### config.mk
export PLATFORM = sky130hd
export DESIGN_NAME = cache_lookup_ctrl
export DESIGN_NICKNAME = d
export VERILOG_FILES = /design/src/rtl/cache_lookup_ctrl.sv
export SDC_FILE = /design/constraint.sdc
export NUM_CORES = 1
export LEC_CHECK = 0
export CAP_MARGIN = 20
export CORE_AREA = 10 10 207 209
export CTS_CLUSTER_SIZE = 12
export DETAILED_ROUTE_END_ITERATION = 16
export DIE_AREA = 0 0 217 219
export PLACE_DENSITY = 0.67
export SETUP_SLACK_MARGIN = 0.5
export SYNTH_ARGS = -nofsm -noshare
export SYNTH_HDL_FRONTEND = slang
export SYNTH_SLANG_ARGS = --single-unit
export TNS_END_PERCENT = 100
### constraint.sdc
create_clock -name clk -period 2.8 [get_ports clk]
set_clock_uncertainty 0.2 [all_clocks]
set_input_delay 0.28 -clock clk [delete_from_list [all_inputs] [get_ports clk]]
set_output_delay 0.28 -clock clk [all_outputs]
set_load 0.1 [all_outputs]
### src/rtl/cache_lookup_ctrl.sv
// Lookup/refill controller for a 2-way, 64-set, 16-byte-line read-only cache.
// Drives cache_mem_wrap and a 4-beat refill bus; flushes all lines after reset.
module cache_lookup_ctrl #(
    parameter int NUM_SETS   = 64,
    parameter int TAG_WIDTH  = 22,
    parameter int LINE_WORDS = 4
) (
    input  logic                       clk,
    input  logic                       reset,
    input  logic                       req_i,
    input  logic [31:0]                addr_i,
    output logic                       gnt_o,
    output logic                       rvalid_o,
    output logic [31:0]                rdata_o,
    input  logic                       flush_i,
    output logic                       busy_o,
    output logic [5:0]                 mem_set_o,
    output logic                       mem_way_o,
    output logic                       mem_enable_o,
    output logic                       mem_we_o,
    output logic                       mem_val_we_o,
    output logic                       mem_valid_wr_o,
    output logic [TAG_WIDTH-1:0]       mem_tag_wr_o,
    output logic [LINE_WORDS*32-1:0]   mem_line_wr_o,
    output logic [15:0]                mem_be_o,
    input  logic [1:0]                 mem_valid_rd_i,
    input  logic [TAG_WIDTH-1:0]       mem_tag_rd_i,
    input  logic [LINE_WORDS*32-1:0]   mem_line_rd_i,
    output logic                       refill_req_o,
    output logic [31:0]                refill_addr_o,
    input  logic                       refill_gnt_i,
    input  logic                       refill_rvalid_i,
    input  logic [31:0]                refill_rdata_i
);

    typedef enum logic [2:0] {
        S_FLUSH,
        S_IDLE,
        S_TAG0,
        S_TAG1,
        S_REFILL_REQ,
        S_REFILL_DATA,
        S_WRITE
    } state_e;

    state_e                     state_q;
    logic [6:0]                 flush_cnt_q;
    logic [NUM_SETS-1:0]        lru_q;
    logic [TAG_WIDTH-1:0]       tag_q;
    logic [5:0]                 idx_q;
    logic [1:0]                 word_q;
    logic                       victim_q;
    logic [1:0]                 beat_q;
    logic [LINE_WORDS*32-1:0]   line_q;
    logic                       rvalid_q;
    logic [31:0]                rdata_q;
    logic                       flush_pend_q;

    logic        idle;
    logic        hit0;
    logic        hit1;
    logic [31:0] hit_word;
    logic [31:0] fill_word;
    logic        unused_addr;

    assign unused_addr = ^addr_i[1:0];

    assign idle      = (state_q == S_IDLE);
    assign gnt_o     = idle && !reset && req_i && !flush_i && !flush_pend_q;
    assign busy_o    = !idle;
    assign rvalid_o  = rvalid_q;
    assign rdata_o   = rdata_q;
    assign mem_be_o  = 16'hFFFF;

    assign hit0      = mem_valid_rd_i[0] && (mem_tag_rd_i == tag_q);
    assign hit1      = mem_valid_rd_i[1] && (mem_tag_rd_i == tag_q);
    assign hit_word  = mem_line_rd_i[{word_q, 5'b0} +: 32];
    assign fill_word = line_q[{word_q, 5'b0} +: 32];

    assign refill_req_o  = (state_q == S_REFILL_REQ) && !reset;
    assign refill_addr_o = {tag_q, idx_q, 4'b0000};

    // Memory strobes are combinational so a read issued in one state is
    // answered by the memory in the very next state.
    always_comb begin
        mem_enable_o   = 1'b0;
        mem_we_o       = 1'b0;
        mem_val_we_o   = 1'b0;
        mem_valid_wr_o = 1'b0;
        mem_set_o      = idx_q;
        mem_way_o      = 1'b0;
        mem_tag_wr_o   = tag_q;
        mem_line_wr_o  = line_q;
        if (!reset) begin
            unique case (state_q)
                S_FLUSH: begin
                    mem_enable_o = 1'b1;
                    mem_val_we_o = 1'b1;
                    mem_set_o    = flush_cnt_q[6:1];
                    mem_way_o    = flush_cnt_q[0];
                end
                S_IDLE: begin
                    if (gnt_o) begin
                        mem_enable_o = 1'b1;
                        mem_set_o    = addr_i[9:4];
                    end
                end
                S_TAG0: begin
                    if (!hit0 && mem_valid_rd_i[1]) begin
                        mem_enable_o = 1'b1;
                        mem_way_o    = 1'b1;
                    end
                end
                S_WRITE: begin
                    mem_enable_o   = 1'b1;
                    mem_we_o       = 1'b1;
                    mem_val_we_o   = 1'b1;
                    mem_valid_wr_o = 1'b1;
                    mem_way_o      = victim_q;
                end
                default: ;
            endcase
        end
    end

    always_ff @(posedge clk) begin
        if (reset) begin
            state_q      <= S_FLUSH;
            flush_cnt_q  <= 7'd0;
            lru_q        <= '0;
            rvalid_q     <= 1'b0;
            rdata_q      <= 32'd0;
            flush_pend_q <= 1'b0;
            beat_q       <= 2'd0;
        end else begin
            rvalid_q <= 1'b0;
            if (flush_i && !idle) begin
                flush_pend_q <= 1'b1;
            end
            unique case (state_q)
                S_FLUSH: begin
                    flush_cnt_q <= flush_cnt_q + 7'd1;
                    if (flush_cnt_q == 7'd127) begin
                        state_q <= S_IDLE;
                    end
                end
                S_IDLE: begin
                    if (flush_pend_q || flush_i) begin
                        flush_pend_q <= 1'b0;
                        flush_cnt_q  <= 7'd0;
                        state_q      <= S_FLUSH;
                    end else if (req_i) begin
                        tag_q   <= addr_i[31:10];
                        idx_q   <= addr_i[9:4];
                        word_q  <= addr_i[3:2];
                        state_q <= S_TAG0;
                    end
                end
                S_TAG0: begin
                    // Prefer an empty way; otherwise evict the LRU way.
                    if (!mem_valid_rd_i[0]) begin
                        victim_q <= 1'b0;
                    end else if (!mem_valid_rd_i[1]) begin
                        victim_q <= 1'b1;
                    end else begin
                        victim_q <= lru_q[idx_q];
                    end
                    if (hit0) begin
                        rvalid_q      <= 1'b1;
                        rdata_q       <= hit_word;
                        lru_q[idx_q]  <= 1'b1;
                        state_q       <= S_IDLE;
                    end else if (mem_valid_rd_i[1]) begin
                        state_q <= S_TAG1;
                    end else begin
                        state_q <= S_REFILL_REQ;
                    end
                end
                S_TAG1: begin
                    if (hit1) begin
                        rvalid_q      <= 1'b1;
                        rdata_q       <= hit_word;
                        lru_q[idx_q]  <= 1'b0;
                        state_q       <= S_IDLE;
                    end else begin
                        state_q <= S_REFILL_REQ;
                    end
                end
                S_REFILL_REQ: begin
                    if (refill_gnt_i) begin
                        beat_q  <= 2'd0;
                        state_q <= S_REFILL_DATA;
                    end
                end
                S_REFILL_DATA: begin
                    if (refill_rvalid_i) begin
                        line_q[{beat_q, 5'b0} +: 32] <= refill_rdata_i;
                        beat_q <= beat_q + 2'd1;
                        if (beat_q == 2'd3) begin
                            state_q <= S_WRITE;
                        end
                    end
                end
                S_WRITE: begin
                    rvalid_q     <= 1'b1;
                    rdata_q      <= fill_word;
                    lru_q[idx_q] <= ~victim_q;
                    state_q      <= S_IDLE;
                end
                default: state_q <= S_FLUSH;
            endcase
        end
    end

endmodule
==> flow_metrics.py, run 1 <==
metrics = {
    "sta": {
        "rsz0062_at_grt": "yes",
        "fin_ws_ps": -87.9,
        "slew_viol_final": 0,
        "slew_headroom_pct": 39.3,
        "finalHoldViolCount": 0,
        "fmax_mhz": 346,
        "period_needed_ps": 2890,
        "tightest_slew_ps": 911,
        "setup_viol": 8,
        "layout_worst_path_cycle_share_pct": 103,
    },
    "finish": {
        "regArea_um2": 6990,
        "multiInputGateArea_um2": 6910,
        "drive_above_1_share_pct": 40.0,
        "final_cells": 2157,
        "design_area_um2": 21300,
        "syn2layout_area_growth_pct": 58.5,
        "final_nets": 1837,
        "fill_cells": 3204,
    },
    "worst_setup_path": {
        "path_depth": 7,
        "reg2reg_depth": 7,
        "critPathTopFamily": "compound AO/OA/AOI/OAI gates",
        "cp-end-kind": "primary output",
        "slowest_delay_ps": 460,
        "cp.buffers_inverters": 1,
        "crit_path_top_delay_cell": "edfxtp_1",
        "critPathRequiredTime_ps": 2320,
        "crit_fanout": 3,
        "crit_chain": "xnor2_1 > nand4_1 > nor4_4 > and2_4 > a211o_4 > a221oi_4 > buf_12",
        "crit_type": "flip-flop to primary output",
        "critPathLaunchType": "flip-flop",
        "crit_arrival_ps": 2410,
    },
    "grt": {
        "grt_pass1_vias": 12500,
        "track_usage_pct": 22.7,
        "grt_pass1_wl_um": 82500,
        "antenna_found_initial": 8,
        "grt-ovfl-total": 0,
        "grt_max_degree": 68,
    },
    "logic_synthesis": {
        "synth_area_um2": 13400,
        "syn_inst": 1097,
        "synth_edf_count": 159,
        "yosysWarnings": 0,
        "yosysSeqAreaShare_pct": 51.9,
        "synthArstFlopShare_pct": 0,
        "yosysUniqueCellTypes": 65,
        "yosys-top-cells-count": "edfxtp_1 (159), and2_1 (132), dfxtp_1 (110)",
        "yosysTopAreaCell": "edfxtp_1",
        "synth.area.top_cells": "edfxtp_1 (36%), dfxtp_1 (16%), mux4_2 (12%)",
        "ys_ff_latch": 269,
        "netlist.area_leader.share_pct": 35.5,
        "syn_area_per_cell_um2": 12.2,
        "synth_most_common_cell": "edfxtp_1",
        "synth_flop_cell": "edfxtp_1",
    },
    "routing": {
        "vias": 12000,
        "viasPerCell": 5.55,
        "drt-wirelength-per-cell_um": 26.5,
        "dr.pass1.iters": 6,
        "routed_wl_um": 57100,
        "drc": 0,
        "ant_nets": 0,
        "first_iter_violations": 1031,
    },
    "clocking": {
        "cts.clk_slew.worst_paths_ps": 60,
        "insertion_delay_ps": 570,
        "cts.sinks": 269,
        "clockBufferDepth": 3,
        "root_buffer": "clkbuf_16",
        "cts_inserted_buffers": 31,
        "htreeDepth": 1,
        "tritoncts": "done",
    },
    "placed_design": {
        "dp.cells": 2007,
        "dp_hpwl_um": 38300,
        "portBuffers": 444,
        "placed_area_um2": 18300,
        "gp_congestion": 0.846,
    },
    "floorplan": {
        "core_um2": 38600,
        "ios": 467,
        "rows": 72,
        "die_h_um": 219,
        "die_w_um": 217,
        "start_util_pct": 34.8,
        "dieArea_um2": 47500,
    },
    "pwr": {
        "ir_drop_uv": 512,
        "pwr_density_cell_nw_per_um2": 443,
        "leakage_nw": 7.83,
    },
    "worst_hold_path": {
        "min_path_type": "input pin to flip-flop",
        "holdPathStages": 4,
    },
    "outcome": {
        "violations": "setup timing",
        "status": "finished with violations",
    },
    "flow_run": {
        "maxCapViolCount": 0,
    },
}
[registers in the layout, summed over array words and instances, names as in the netlist, 3 cells and up]
signal,count
mem_line_wr_o,128
lru_q,64
rdata_o,32
mem_tag_wr_o,22
flush_cnt_q,7
idx_q,6
state_q,3
[report_power, final]
part / total, mW / internal [mW] / switching [mW] / leakage (nW)
registers: 4.21 / 4.18 / 0.0291 / 2.43
clock network: 4.05 / 2.37 / 1.68 / 0.491
logic: 1.18 / 0.548 / 0.635 / 4.91
[cells in the final DEF, fill, tap and decap left out, types with 5 or more instances in the layout]
master / Yosys / final
o21ai_0: 43 / 8
nor4_4: 1 / 6
nand2_2: 0 / 10
edfxtp_1: 159 / 159
clkbuf_16: 0 / 31
a211oi_2: 1 / 32
conb_1: 2 / 20
o21ai_2: 0 / 8
xnor2_1: 22 / 22
and2_1: 132 / 128
buf_4: 48 / 277
clkdlybuf4s50_1: 0 / 218
dfxtp_1: 110 / 107
diode_2: 0 / 5
buf_16: 0 / 11
a21oi_4: 0 / 5
o311ai_2: 1 / 28
nand2_1: 55 / 44
xor2_1: 5 / 5
o22ai_2: 0 / 6
nor2b_1: 7 / 6
o21ai_1: 31 / 58
buf_12: 0 / 32
inv_1: 8 / 6
a31oi_1: 13 / 7
mux4_2: 71 / 71
clkinv_2: 0 / 6
buf_6: 14 / 27
nor2_4: 0 / 27
ha_1: 6 / 6
nor2_1: 61 / 32
a21oi_1: 14 / 10
clkbuf_1: 44 / 9
a31oi_4: 1 / 11
nand4_1: 7 / 7
o211ai_1: 34 / 34
nand3_1: 11 / 10
mux2i_1: 40 / 38
[through the flow]
stage / hold slack, ps / utilization [%] / setup WS (ps) / total power, mW / TNS, ps
6_report: 42.8 / 55.2 / -87.9 / 9.44 / -223
5_1_grt: 42.8 / 55.2 / -170 / 9.70 / -896
4_1_cts: 28.4 / 54.0 / -118 / 9.48 / -324
3_5_place_dp: 266 / 47.5 / -79.1 / 5.43 / -1500
3_3_place_gp: 252 / 47.5 / -3.12 / 5.41 / -3.39
2_1_floorplan: 179 / - / -544 / 4.94 / -1680
[layout make-up]
| class | instances | area share [%] |
|---|---|---|
| tap | 518 | 3.04 |
| clock buffer | 42 | 3.93 |
| antenna | 5 | 0.0588 |
| multi-input combinational | 724 | 32.5 |
| timing repair buffer | 575 | 26.7 |
| sequential | 269 | 32.8 |
| inverter | 8 | 0.159 |
| clock inverter | 16 | 0.776 |
[worst paths after layout]
| kind | end | slack, ps | start |
|---|---|---|---|
| worst max-delay path | mem_enable_o | -90 | mem_tag_wr_o[15]$_DFFE_PP_ |
| worst min-delay path | beat_q[1]$_SDFFE_PP0P_ | 40 | reset |
| worst max register to register | victim_q$_SDFFCE_PN0P_ | 80 | idx_q[1]$_DFFE_PP_ |
| worst min register to register | lru_q[36]$_SDFFE_PP0P_ | 280 | lru_q[36]$_SDFFE_PP0P_ |
[worst reg2reg max path: cells and delay by family (launching register included)]
kind / cells / cell delay, ps
mux: 1 / 500
flops: 1 / 550
buf+inv: 1 / 160
simple gates: 3 / 830
compound gates: 2 / 200
[cell families (layout without fill, tap and decap cells)]
family | Yosys count | in the layout | share of synthesized area (%)
AO/OA/AOI/OAI | 232 | 240 | 11.9
XOR/XNOR | 27 | 27 | 1.76
adder cells (fa/ha/maj) | 6 | 6 | 0.559
buffers and inverters | 130 | 641 | 5.86
flip-flops | 269 | 269 | 51.9
multiplexers | 113 | 113 | 15.1
other | 2 | 25 | 0.0559
AND/OR/NAND/NOR | 318 | 318 | 12.9
[per-layer routing]
metal | part of all wire (%) | track usage (%) | up-vias | routed length (um)
li1 | - | - | 5167 | -
met1 | 37 | 26.5 | 5975 | 21100
met2 | 51 | 40.2 | 705 | 28800
met3 | 9.5 | 6.29 | 116 | 5400
met4 | 3.0 | 6.22 | 4 | 1720
met5 | 0.044 | 0 | - | 25
[repair_timing]
action | in CTS | in global routing
setup endpoints to repair | 163 | 257
hold buffers | 2 | 0
hold endpoints to repair | 5 | 0
pin swaps | 52 | 53
gates resized for setup | 146 | 78
buffers inserted | 49 | 14
cloned | 22 | 0
(Power assumes the default switching activity.)
==> run 2, diff against run 1 <==
Settings changed: CORE_AREA 10 10 207 209 to 10 10 190 192, DIE_AREA 0 0 217 219 to 0 0 200 202, PLACE_DENSITY 0.67 to 0.78, SLEW_MARGIN set to 20.
==> run 2 against run 1 <==
  * The flow still finishes with violations (setup timing)
  * Flip-flop and latch count unchanged
  * Non-clock buffer count shrank 1
  * Utilization rose by 10 points
  * Critical endpoint unchanged
  * Largest cell class unchanged
  * Highest routed layer unchanged
==> flow_metrics.py, run 2 (synthesized netlist as in run 1, its figures left out) <==
metrics = {
    "outcome": {
        "status": "finished with violations",
        "violations": "setup timing",
    },
    "pwr": {
        "ir_drop_uv": 409,
        "p_int_mw": 7.05,
        "seqPwrFrac_pct": 45.2,
        "total_power_mw": 9.32,
        "power.share.clock_pct": 41.8,
        "swShare_pct": 24.3,
        "leakage_nw": 7.75,
        "pwr_density_cell_nw_per_um2": 442,
        "power.switching_mw": 2.26,
        "power_frac_comb_pct": 13.0,
    },
    "worst_hold_path": {
        "whs_endpoint": "beat_q[1]$_SDFFE_PP0P_",
        "holdPathStages": 4,
        "holdCritStartpoint": "reset",
        "min_path_type": "input pin to flip-flop",
    },
    "worst_setup_path": {
        "timing.rr.end": "victim_q$_SDFFCE_PN0P_",
        "reg2reg_depth": 8,
        "crit_fanout": 3,
        "r2r_start": "idx_q[1]$_DFFE_PP_",
        "crit_type": "flip-flop to primary output",
        "critPathRequiredTime_ps": 2320,
        "setup.worst_path.start": "mem_tag_wr_o[18]$_DFFE_PP_",
        "crit_arrival_ps": 2400,
        "critPathLaunchType": "flip-flop",
        "r2r_slack_ps": 170,
        "cp-end-kind": "primary output",
    },
    "clocking": {
        "clockBufferDepth": 3,
        "insertion_delay_ps": 550,
        "root_buffer": "clkbuf_16",
        "cts.clk_slew.worst_paths_ps": 60,
        "tritoncts": "done",
        "htreeDepth": 1,
        "cts_inserted_buffers": 29,
        "cts.sinks": 269,
    },
    "sta": {
        "period_needed_ps": 2880,
        "finalHoldViolCount": 0,
        "rsz0062_at_grt": "yes",
        "hold_ws_ps": 72.4,
        "fin_ws_ps": -82.7,
        "setup_viol": 2,
        "layout_worst_path_cycle_share_pct": 103,
        "tightest_slew_ps": 914,
        "fin_setup_tns_ps": -154,
        "slew_viol_final": 0,
        "slew_headroom_pct": 39.0,
        "fmax_mhz": 347,
    },
    "finish": {
        "fill_cells": 2255,
        "final_nets": 1833,
        "drive_above_1_share_pct": 40.0,
        "largest_reg_flops": 128,
        "layout_commonest_cell": "buf_4",
        "multiInputGateArea_um2": 6860,
        "regArea_um2": 6990,
        "syn2layout_area_growth_pct": 56.9,
        "final_cells": 2076,
        "layout_common_cells": "buf_4 (275), clkdlybuf4s50_1 (218), edfxtp_1 (159)",
        "post-route-util_pct": 65.3,
        "design_area_um2": 21100,
    },
    "routing": {
        "dr.pass1.iters": 6,
        "ant_nets": 0,
        "first_iter_violations": 1356,
        "viasPerCell": 5.86,
        "vias": 12200,
        "drt-wirelength-per-cell_um": 27.5,
        "drc": 0,
        "routed_wl_um": 57100,
    },
    "placed_design": {
        "dp.cells": 1923,
        "dp_hpwl_um": 37400,
        "gp_congestion": 0.902,
        "portBuffers": 444,
        "pre_cts_slack_ps": -66.4,
        "placed_area_um2": 18200,
    },
    "floorplan": {
        "die_h_um": 202,
        "die_w_um": 200,
        "core_um2": 32300,
        "dieArea_um2": 40400,
        "ios": 467,
        "rows": 66,
        "start_util_pct": 41.6,
    },
    "grt": {
        "use_met1_pct": 29.8,
        "use_met2_pct": 45.6,
        "grt_pass1_wl_um": 79500,
        "grt.busiest_layer": "met2",
        "track_usage_pct": 26.1,
        "antenna_found_initial": 11,
        "grt-ovfl-total": 0,
        "grt_max_degree": 68,
        "grt_pass1_vias": 12400,
        "met3_usage_pct": 7.48,
    },
    "flow_run": {
        "maxCapViolCount": 0,
    },
}
==> run 2: cell types whose count changed in the layout (fill, tap and decap cells not counted), sizes merged <==
cell         change
clkinvlp         -1
inv              -1
bufinv           -3
diode            +1
dlygate4sd3      -1
buf              +1
clkinv           -8
clkbuf          +10
a21oi            -1
bufbuf           -2
==> run 2: what timing repair did <==
| item | 4_1_cts | 5_1_grt |
|---|---|---|
| resized for setup | 120 | 97 |
| endpoints found under the hold margin | 4 | 0 |
| pin swaps | 49 | 38 |
| hold buffers | 1 | 0 |
| buffers inserted | 54 | 19 |
| endpoints found under the setup margin | 165 | 213 |
| cloned | 17 | 2 |
==> run 2: critical path, stage by stage, from the launching register on <==
cell      delay, ps
edfxtp_1        420
xnor2_1         150
nand4_1         190
nor2_2           90
and2_4          150
a211o_4         350
a221oi_4        270
buf_12          210
==> run 2: area by class of cell <==
class                           count  area share (%)
Antenna cell                        6          0.0712
Clock buffer                       51            4.55
Clock inverter                      3           0.107
Inverter                            8           0.160
Multi-Input combinational cell    723            32.5
Sequential cell                   269            33.1
Tap cell                          442            2.62
Timing Repair Buffer              574            26.8
==> run 2: per-layer routing <==
metal	part of all wire, %	vias up
met1	34	5977
li1	-	5151
met5	0.15	-
met3	11	176
met4	3.6	12
met2	51	859
==> run 2: worst max path at each step <==
stage | cells after the start | slack [ps] | endpoint
finish | 7 | -80 | mem_enable_o
global placement | 8 | 30 | lru_q[1]$_SDFFE_PP0P_
floorplan | 6 | -540 | mem_way_o
detailed placement | 8 | -70 | lru_q[3]$_SDFFE_PP0P_
CTS | 7 | -90 | mem_enable_o
global route | 7 | -180 | mem_enable_o
==> run 2: power by group through the flow <==
stage	sequential (mW)	combinational, mW	clock, mW
final	4.21	1.21	3.90
after global routing	4.21	1.26	4.09
after CTS	4.21	1.17	3.90
after detailed placement	4.29	1.13	0
after global placement	4.29	1.11	0
after floorplan	4.30	0.641	0
